File: config.mk
export PLATFORM = sky130hd
export DESIGN_NAME = ext_intr_router
export DESIGN_NICKNAME = d
export VERILOG_FILES = /design/src/rtl/core_v_mini_mcu_pkg.sv /design/src/rtl/ext_intr_router_pkg.sv /design/src/rtl/reg_pkg.sv /design/src/rtl/ext_intr_router_src.sv /design/src/rtl/ext_intr_router.sv
export SDC_FILE = /design/constraint.sdc
export NUM_CORES = 1
export LEC_CHECK = 0
export BUFFER_PORTS_ARGS = -buffer_cell sky130_fd_sc_hd__buf_2
export CAP_MARGIN = 20
export CORE_MARGIN = 10
export CORE_UTILIZATION = 49
export CTS_BUF_LIST = sky130_fd_sc_hd__clkbuf_8
export CTS_CLUSTER_DIAMETER = 60
export DETAILED_ROUTE_END_ITERATION = 16
export GPL_ROUTABILITY_DRIVEN = 0
export PLACE_DENSITY_LB_ADDON = 0.3
export SYNTH_ARGS = -nofsm -noshare
export SYNTH_HDL_FRONTEND = slang
export SYNTH_SLANG_ARGS = --single-unit
File: constraint.sdc
create_clock -name clk_i -period 3 [get_ports clk_i]
set_input_delay 0.9 -clock clk_i [delete_from_list [all_inputs] [get_ports clk_i]]
set_output_delay 0.9 -clock clk_i [all_outputs]
set_load 0.05 [all_outputs]
File: src/rtl/core_v_mini_mcu_pkg.sv
// MCU-level constants needed by the interrupt router (external vector width).
package core_v_mini_mcu_pkg;

    localparam int NEXT_INT = 64;

endpackage

File: src/rtl/ext_intr_router_pkg.sv
// Register map, mode encoding and counter width for ext_intr_router.
package ext_intr_router_pkg;

    localparam logic [7:0] ENABLE_OFFSET  = 8'h00;
    localparam logic [7:0] MODE_OFFSET    = 8'h04;
    localparam logic [7:0] PENDING_OFFSET = 8'h08;
    localparam logic [7:0] RAW_OFFSET     = 8'h0C;
    localparam logic [7:0] ROUTE_BASE     = 8'h10;
    localparam logic [7:0] CNT_BASE       = 8'h40;

    localparam int CNT_W = 8;

    typedef enum logic {
        INTR_LEVEL = 1'b0,
        INTR_EDGE  = 1'b1
    } intr_mode_e;

endpackage

File: src/rtl/reg_pkg.sv
// Register-bus request/response types used by the peripheral config port.
// Matches the field layout of the shared register_interface package.
package reg_pkg;

    typedef struct packed {
        logic [31:0] addr;
        logic        write;
        logic [31:0] wdata;
        logic [3:0]  wstrb;
        logic        valid;
    } reg_req_t;

    typedef struct packed {
        logic [31:0] rdata;
        logic        error;
        logic        ready;
    } reg_rsp_t;

endpackage

File: src/rtl/ext_intr_router_src.sv
// Per-source interrupt capture: edge latch or level pass-through with W1C, plus
// optional saturating event counter when EXT_INTR_ROUTER_CNT_EN is defined.
module ext_intr_router_src
    import ext_intr_router_pkg::*;
(
    input  logic             clk_i,
    input  logic             rst_ni,
    input  logic             src_i,
    input  intr_mode_e       mode_i,
    input  logic             mode_arm_i,
    input  logic             w1c_i,
`ifdef EXT_INTR_ROUTER_CNT_EN
    input  logic             cnt_clr_i,
    output logic [CNT_W-1:0] cnt_o,
`endif
    output logic             pending_o
);

    logic src_q;
    logic pending_q;
    logic pending_d;
    logic set_evt;

    // A set event is a fresh edge in edge mode, or pending rising in level mode.
    always_comb begin
        set_evt   = 1'b0;
        pending_d = pending_q;
        if (mode_i == INTR_EDGE) begin
            set_evt   = src_i & ~src_q;
            pending_d = set_evt | (pending_q & ~w1c_i);
        end else begin
            set_evt   = src_i & ~pending_q;
            pending_d = src_i;
        end
        // Switching level->edge starts from a clean slate.
        if (mode_arm_i) begin
            set_evt   = 1'b0;
            pending_d = 1'b0;
        end
    end

    always_ff @(posedge clk_i or negedge rst_ni) begin
        if (!rst_ni) begin
            src_q     <= 1'b0;
            pending_q <= 1'b0;
        end else begin
            src_q     <= src_i;
            pending_q <= pending_d;
        end
    end

    assign pending_o = pending_q;

`ifdef EXT_INTR_ROUTER_CNT_EN
    logic [CNT_W-1:0] cnt_q;

    always_ff @(posedge clk_i or negedge rst_ni) begin
        if (!rst_ni) begin
            cnt_q <= '0;
        end else if (cnt_clr_i) begin
            cnt_q <= '0;
        end else if (set_evt && (cnt_q != {CNT_W{1'b1}})) begin
            cnt_q <= cnt_q + 1'b1;
        end
    end

    assign cnt_o = cnt_q;
`endif

endmodule

File: src/rtl/ext_intr_router.sv
// External interrupt router: per-source capture, enable mask and programmable routing
// onto a registered NEXT_INT-wide vector; 1-cycle output latency. Optional macro EXT_INTR_ROUTER_CNT_EN.
module ext_intr_router
    import ext_intr_router_pkg::*;
#(
    parameter int NUM_SRC   = 4,
    parameter int NEXT_INT  = core_v_mini_mcu_pkg::NEXT_INT,
    parameter int BASE_LINE = 2,
    parameter int ADDR_W    = 32
) (
    input  logic                  clk_i,
    input  logic                  rst_ni,
    input  reg_pkg::reg_req_t     reg_req_i,
    output reg_pkg::reg_rsp_t     reg_rsp_o,
    input  logic [NUM_SRC-1:0]    src_i,
    output logic [NEXT_INT-1:0]   intr_vector_ext_o
);

    localparam int IDX_W = (NEXT_INT > 1) ? $clog2(NEXT_INT) : 1;

    logic [NUM_SRC-1:0]  enable_q;
    logic [NUM_SRC-1:0]  mode_q;
    logic [IDX_W-1:0]    route_q [NUM_SRC];
    logic [NEXT_INT-1:0] intr_q;
    logic [NEXT_INT-1:0] intr_d;
    logic [NUM_SRC-1:0]  pending;

    logic                en_we;
    logic                mode_we;
    logic [NUM_SRC-1:0]  mode_arm;
    logic [NUM_SRC-1:0]  pend_w1c;
    logic [NUM_SRC-1:0]  route_we;
    logic [31:0]         rdata;
    logic                err;
    logic [7:0]          off;

`ifdef EXT_INTR_ROUTER_CNT_EN
    logic [CNT_W-1:0]    cnt [NUM_SRC];
    logic [NUM_SRC-1:0]  cnt_clr;
`endif

    logic unused_req;
    assign unused_req = ^{reg_req_i.wstrb, reg_req_i.addr[ADDR_W-1:8]};

    assign off = reg_req_i.addr[7:0];

    always_comb begin
        rdata    = '0;
        err      = 1'b0;
        en_we    = 1'b0;
        mode_we  = 1'b0;
        pend_w1c = '0;
        route_we = '0;
`ifdef EXT_INTR_ROUTER_CNT_EN
        cnt_clr  = '0;
`endif
        if (reg_req_i.valid) begin
            if (off[1:0] != 2'b00) begin
                err = 1'b1;
            end else begin
                case (off)
                    ENABLE_OFFSET: begin
                        rdata = 32'(enable_q);
                        en_we = reg_req_i.write;
                    end
                    MODE_OFFSET: begin
                        rdata   = 32'(mode_q);
                        mode_we = reg_req_i.write;
                    end
                    PENDING_OFFSET: begin
                        rdata = 32'(pending);
                        if (reg_req_i.write) pend_w1c = reg_req_i.wdata[NUM_SRC-1:0];
                    end
                    RAW_OFFSET: begin
                        rdata = 32'(src_i);
                    end
                    default: begin
                        err = 1'b1;
                        for (int i = 0; i < NUM_SRC; i++) begin
                            if (off == 8'(ROUTE_BASE + 4 * i)) begin
                                err   = 1'b0;
                                rdata = 32'(route_q[i]);
                                if (reg_req_i.write) begin
                                    // Out-of-range line numbers are rejected, keeping the old route.
                                    if (reg_req_i.wdata >= 32'(NEXT_INT)) err = 1'b1;
                                    else route_we[i] = 1'b1;
                                end
                            end
`ifdef EXT_INTR_ROUTER_CNT_EN
                            if (off == 8'(CNT_BASE + 4 * i)) begin
                                err        = 1'b0;
                                rdata      = 32'(cnt[i]);
                                cnt_clr[i] = reg_req_i.write;
                            end
`endif
                        end
                        if (err) rdata = '0;
                    end
                endcase
            end
        end
    end

    // Response stays quiet while reset is asserted, even mid-transfer.
    assign reg_rsp_o.rdata = rst_ni ? rdata : '0;
    assign reg_rsp_o.error = rst_ni & err;
    assign reg_rsp_o.ready = 1'b1;

    assign mode_arm = {NUM_SRC{mode_we}} & reg_req_i.wdata[NUM_SRC-1:0] & ~mode_q;

    always_ff @(posedge clk_i or negedge rst_ni) begin
        if (!rst_ni) begin
            enable_q <= '0;
            mode_q   <= '1;
            for (int i = 0; i < NUM_SRC; i++) route_q[i] <= IDX_W'(BASE_LINE + i);
        end else begin
            if (en_we)   enable_q <= reg_req_i.wdata[NUM_SRC-1:0];
            if (mode_we) mode_q   <= reg_req_i.wdata[NUM_SRC-1:0];
            for (int i = 0; i < NUM_SRC; i++) begin
                if (route_we[i]) route_q[i] <= reg_req_i.wdata[IDX_W-1:0];
            end
        end
    end

    for (genvar g = 0; g < NUM_SRC; g++) begin : g_src
        ext_intr_router_src u_src (
            .clk_i      (clk_i),
            .rst_ni     (rst_ni),
            .src_i      (src_i[g]),
            .mode_i     (intr_mode_e'(mode_q[g])),
            .mode_arm_i (mode_arm[g]),
            .w1c_i      (pend_w1c[g]),
`ifdef EXT_INTR_ROUTER_CNT_EN
            .cnt_clr_i  (cnt_clr[g]),
            .cnt_o      (cnt[g]),
`endif
            .pending_o  (pending[g])
        );
    end

    always_comb begin
        intr_d = '0;
        for (int i = 0; i < NUM_SRC; i++) begin
            if (pending[i] && enable_q[i]) intr_d[route_q[i]] = 1'b1;
        end
    end

    always_ff @(posedge clk_i or negedge rst_ni) begin
        if (!rst_ni) intr_q <= '0;
        else         intr_q <= intr_d;
    end

    assign intr_vector_ext_o = intr_q;

endmodule

# Yosys cells after proc, flatten, opt, wreduce, memory -nomap -nowiden
# Index checks and enable logic that the tools add are counted.
# Widths: inputs -> output; s select.
# totals
reg_bits,104
in_bits,76
wordCells,129
# classes
eq_ne,7
bitwise,27
magnitude_cmp,9
reduce_logical,11
muxes,60
# op_table
operator,n
$mux 64,4
$mux 32,7
$or 64x64->64,3
$pmux 32 s4,1
$mux 1,36
$eq 8x5->1 const B,4
$ge 32x7->1 const B,1
$lt 6x7->1 const B,4
$mux 4,7
$demux 1 s6,4
$ge 6x1->1 const B,4
$eq 8x4->1 const B,2
$and 1x1->1,9
$and 4x4->4,2
$eq 8x3->1 const B,1
$logic_and 1x1->1,8
$logic_not 8->1,1
$not 1->1,8
$mux 6,1
$not 4->4,1
$or 1x1->1,4
$reduce_or 4->1,1
$reduce_bool 2->1,1

# Logic depth before layout (Yosys ltp)
# logic_depth
word_depth,15
depth_mapped,7

# Modules after synthesis
# A second synthesis with hierarchy kept.
# hier_totals
cells_unflattened,630
area_unflattened_um2,6165.9
# modules_own_cells
module,instances,cells_per_inst,area_each_um2
ext_intr_router,1,610,5860.6
ext_intr_router_src,4,5,76.3

# Worst setup path before layout
# Ideal clock, no wire load.
# synth_path
kind,input-to-output
start,input reg_req_i[20] (netlist bit)
end,output reg_rsp_o[6] (netlist bit)
t_arrival_ns,3.503
path_stages,5
required_time_ns,2.100
path_buffers,0
path_slack_ns,-1.403
cell_sequence,nor4_1 -> nand3_1 -> a211oi_1 -> o21ai_0 -> nor4_1
# synth_rtl
element,line,text
"start, declared",ext_intr_router.sv:13,"input reg_pkg::reg_req_t reg_req_i,"
"end, declared",ext_intr_router.sv:14,"output reg_pkg::reg_rsp_t reg_rsp_o,"

==> flow_summary.yaml <==
placed_design:
  placedCellCount: 865
  io_buffers: 118
  hpwlAfterDp_um: 14880
  place_area_mm2: 0.006968
sta:
  rsz0062_at_grt: "yes"
  finalHoldViolations: 0
  relSlewSlack: 0.3241
  fin_crit_ns: 3.265
  timing.final.ws_setup_ns: -0.2646
  skew_ns: 0.008839
  whs_ns: 0.5605
  setup-tns-final_ns: -1.703
  tightest_slew_ns: 1.006
  finalSetupViolCount: 7
  post-route-period-util: 1.088
  fmax_mhz: 306.3
  slew_violations: 0
drt:
  maxUsedRoutingLayer: "met4"
  post-route-drc-count: 0
  drt-initial-drc-count: 857
  wl_met3_um: 2393
  wl_met2_um: 9215
  wl_um: 19920
  met1Wirelength_um: 7457
  wl_per_cell_um: 22.49
  ant_nets: 0
  drtPass1Iterations: 7
  viasPerCell: 6.568
  vias: 5819
clocking:
  cts_tree: "yes"
  clk_latency_ns: 0.39
  clockBufferDepth: 2
  numCtsBuffers: 9
  root_buffer: "clkbuf_8"
  h-tree-depth: 3
  clock-sinks: 104
  cts-hold-fix-buffers: 0
  clkSlewWorstSetupHoldPaths_ns: 0.08
logic_synthesis:
  async_flop_share: 1.000
  synth_cells: 589
  yosysUniqueCellTypes: 56
  ys.flop_type: "dfrtp_1"
  yosysWarnings: 0
  ys_seq_elements: 104
  avgSynthCellArea_um2: 10.04
  syn_area_mm2: 0.005913
  seq_area_frac_synth: 0.4422
  synth-edff-count: 0
flow_run:
  maxCapViolCount: 0
global_route:
  grt_usage: 0.2341
  first_global_vias: 5911
  grt_pass1_wl_um: 31220
  grt_max_degree: 55
  antenna_found_initial: 0
  grt_overflow: 0
worst_setup_path:
  critPathMaxFanout: 5
  worst_ep_arrival_time_ns: 2.36
  end_kind: "primary output"
  startpoint_type: "input pin"
  crit_type: "input pin to primary output"
  required_ns: 2.10
layout:
  num_antenna_cells: 0
  nNetsFinal: 810
  final_cell_area_mm2: 0.007422
  fin_cells: 886
  areaGrowthSynthToFinish_pct: 25.52
  fin_util: 0.6231
  layout_commonest_cell: "buf_2"
  drive_above_1_share: 0.3627
  final_cell_mix: "buf_2, dfrtp_1, buf_4, nor2_1, o221ai_1"
die:
  die_x_um: 129.9
  die_area_mm2: 0.01686
  coreArea_mm2: 0.01191
  rows: 40
  die_h_um: 129.9
  ios: 174
  initial_core_util: 0.4964
worst_hold_path:
  hp-class: "flip-flop to flip-flop"
pwr:
  cellPowerDensity_mw_per_mm2: 345.7
  pwr-share-clk: 0.338
  ir_drop_v: 0.0001908
  p_leak_nw: 3.428
  internal_power_mw: 1.922
  p_comb_frac: 0.108
  seq_power_share: 0.553
  p_sw_mw: 0.6433
  p_sw_frac: 0.2507
run_status:
  status: "finished with violations"
  violations: "setup timing"
-- path summary, 6_finish.rpt --
| kind | start | endpoint | slack [ns] | depth (start not counted) |
|---|---|---|---|---|
| setup / recovery | reg_req_i[25] | reg_rsp_o[3] | -0.26 | 8 |
| hold / removal | enable_q[3] | enable_q[3] | 0.56 | 1 |
| setup reg to reg | g_src[3].u_src.pending_o | intr_vector_ext_o[58] | 1.03 | 5 |
| hold reg to reg | enable_q[3] | enable_q[3] | 0.56 | 1 |
| max in group asynchronous | rst_ni | intr_vector_ext_o[22] | 1.24 | 3 |
| min in group asynchronous | rst_ni | g_src[3].u_src.src_q | 0.69 | 2 |
-- stage by stage --
stage          setup WS [ns]  power (mW)
2_1_floorplan        -0.3744       1.601
3_5_place_dp         -0.4825       1.698
4_1_cts              -0.2895       2.577
5_1_grt              -0.3191       2.665
6_report             -0.2646       2.566
3_3_place_gp         -0.4622       1.692
-- state kept, by name (all words and copies together) (netlist names) --
signal / cells
g_src.u_src.src_q: 4
route_q: 24
enable_q: 4
mode_q: 4
g_src.u_src.pending_o: 4
intr_vector_ext_o: 64
-- cell families after synthesis --
logic type	count (synthesis)	synth area share
AND/OR/NAND/NOR	208	0.1974
AO/OA/AOI/OAI	166	0.2179
flip-flops	104	0.4422
buffers and inverters	69	0.06369
multiplexers	40	0.07744
other	2	0.001270
-- Yosys cell counts, types with 3 or more instances --
| master | number | area share |
|---|---|---|
| mux2i_1 | 3 | 0.0051 |
| and3b_1 | 4 | 0.0059 |
| nand2b_1 | 4 | 0.0042 |
| or3b_2 | 7 | 0.010 |
| nor3_1 | 9 | 0.0076 |
| a21boi_0 | 4 | 0.0051 |
| nor2_1 | 47 | 0.030 |
| nand3_1 | 21 | 0.018 |
| nand3b_1 | 10 | 0.013 |
| mux2_2 | 36 | 0.069 |
| clkbuf_1 | 26 | 0.017 |
| a221o_1 | 16 | 0.027 |
| o21ai_0 | 3 | 0.0025 |
| or2_2 | 3 | 0.0032 |
| dfstp_2 | 10 | 0.044 |
| inv_1 | 9 | 0.0057 |
| or3_1 | 3 | 0.0032 |
| buf_4 | 31 | 0.039 |
| o22ai_1 | 28 | 0.030 |
| a22oi_1 | 24 | 0.030 |
| o221ai_1 | 44 | 0.065 |
| nor3b_1 | 8 | 0.010 |
| a21oi_1 | 15 | 0.013 |
| a2bb2oi_1 | 5 | 0.0074 |
| a31oi_1 | 4 | 0.0042 |
| and2_1 | 9 | 0.0095 |
| nor4_1 | 10 | 0.011 |
| and3_1 | 10 | 0.011 |
| nor2b_1 | 11 | 0.012 |
| a211o_1 | 8 | 0.012 |
| dfrtp_1 | 94 | 0.40 |
| a32oi_1 | 3 | 0.0044 |
| nand2_1 | 39 | 0.025 |
-- what timing repair did --
action,4_1_cts,5_1_grt
buffers inserted,2,3
endpoints found under the setup margin,7,7
resized for setup,37,7
endpoints found under the hold margin,0,0
pin swaps,11,3
-- power by group through the flow --
stage                     registers, mW  logic [mW]  clock network (mW)
after global routing               1.42       0.297               0.946
after detailed placement           1.45       0.251                   0
after CTS                          1.42       0.270               0.888
after floorplan                    1.45       0.154                   0
after global placement             1.45       0.246                   0
final                              1.42       0.278               0.868
-- critical path, stage by stage --
cell	delay, ns
buf_2	0.12
nor4_4	0.27
nand4_1	0.20
a211oi_4	0.22
buf_4	0.16
o21ai_4	0.10
o31ai_4	0.20
buf_6	0.19
-- final cells by class --
cell class / instances / area [um2]
fillers: 996 / 4489
multi-input cells: 441 / 3284
flip-flops and latches: 104 / 2615
repair buffers: 169 / 1104
well taps: 147 / 183.9
clock buffers: 11 / 151.4
clock inverters: 5 / 50.05
inverters: 9 / 33.78
-- per-layer routing --
layer  up-vias  track usage
met5         -            0
li1       2519            -
met1      2699       0.2823
met4         0       0.1058
met3       100      0.07383
met2       501       0.3764
No activity file was read; power rests on OpenSTA's default activity.
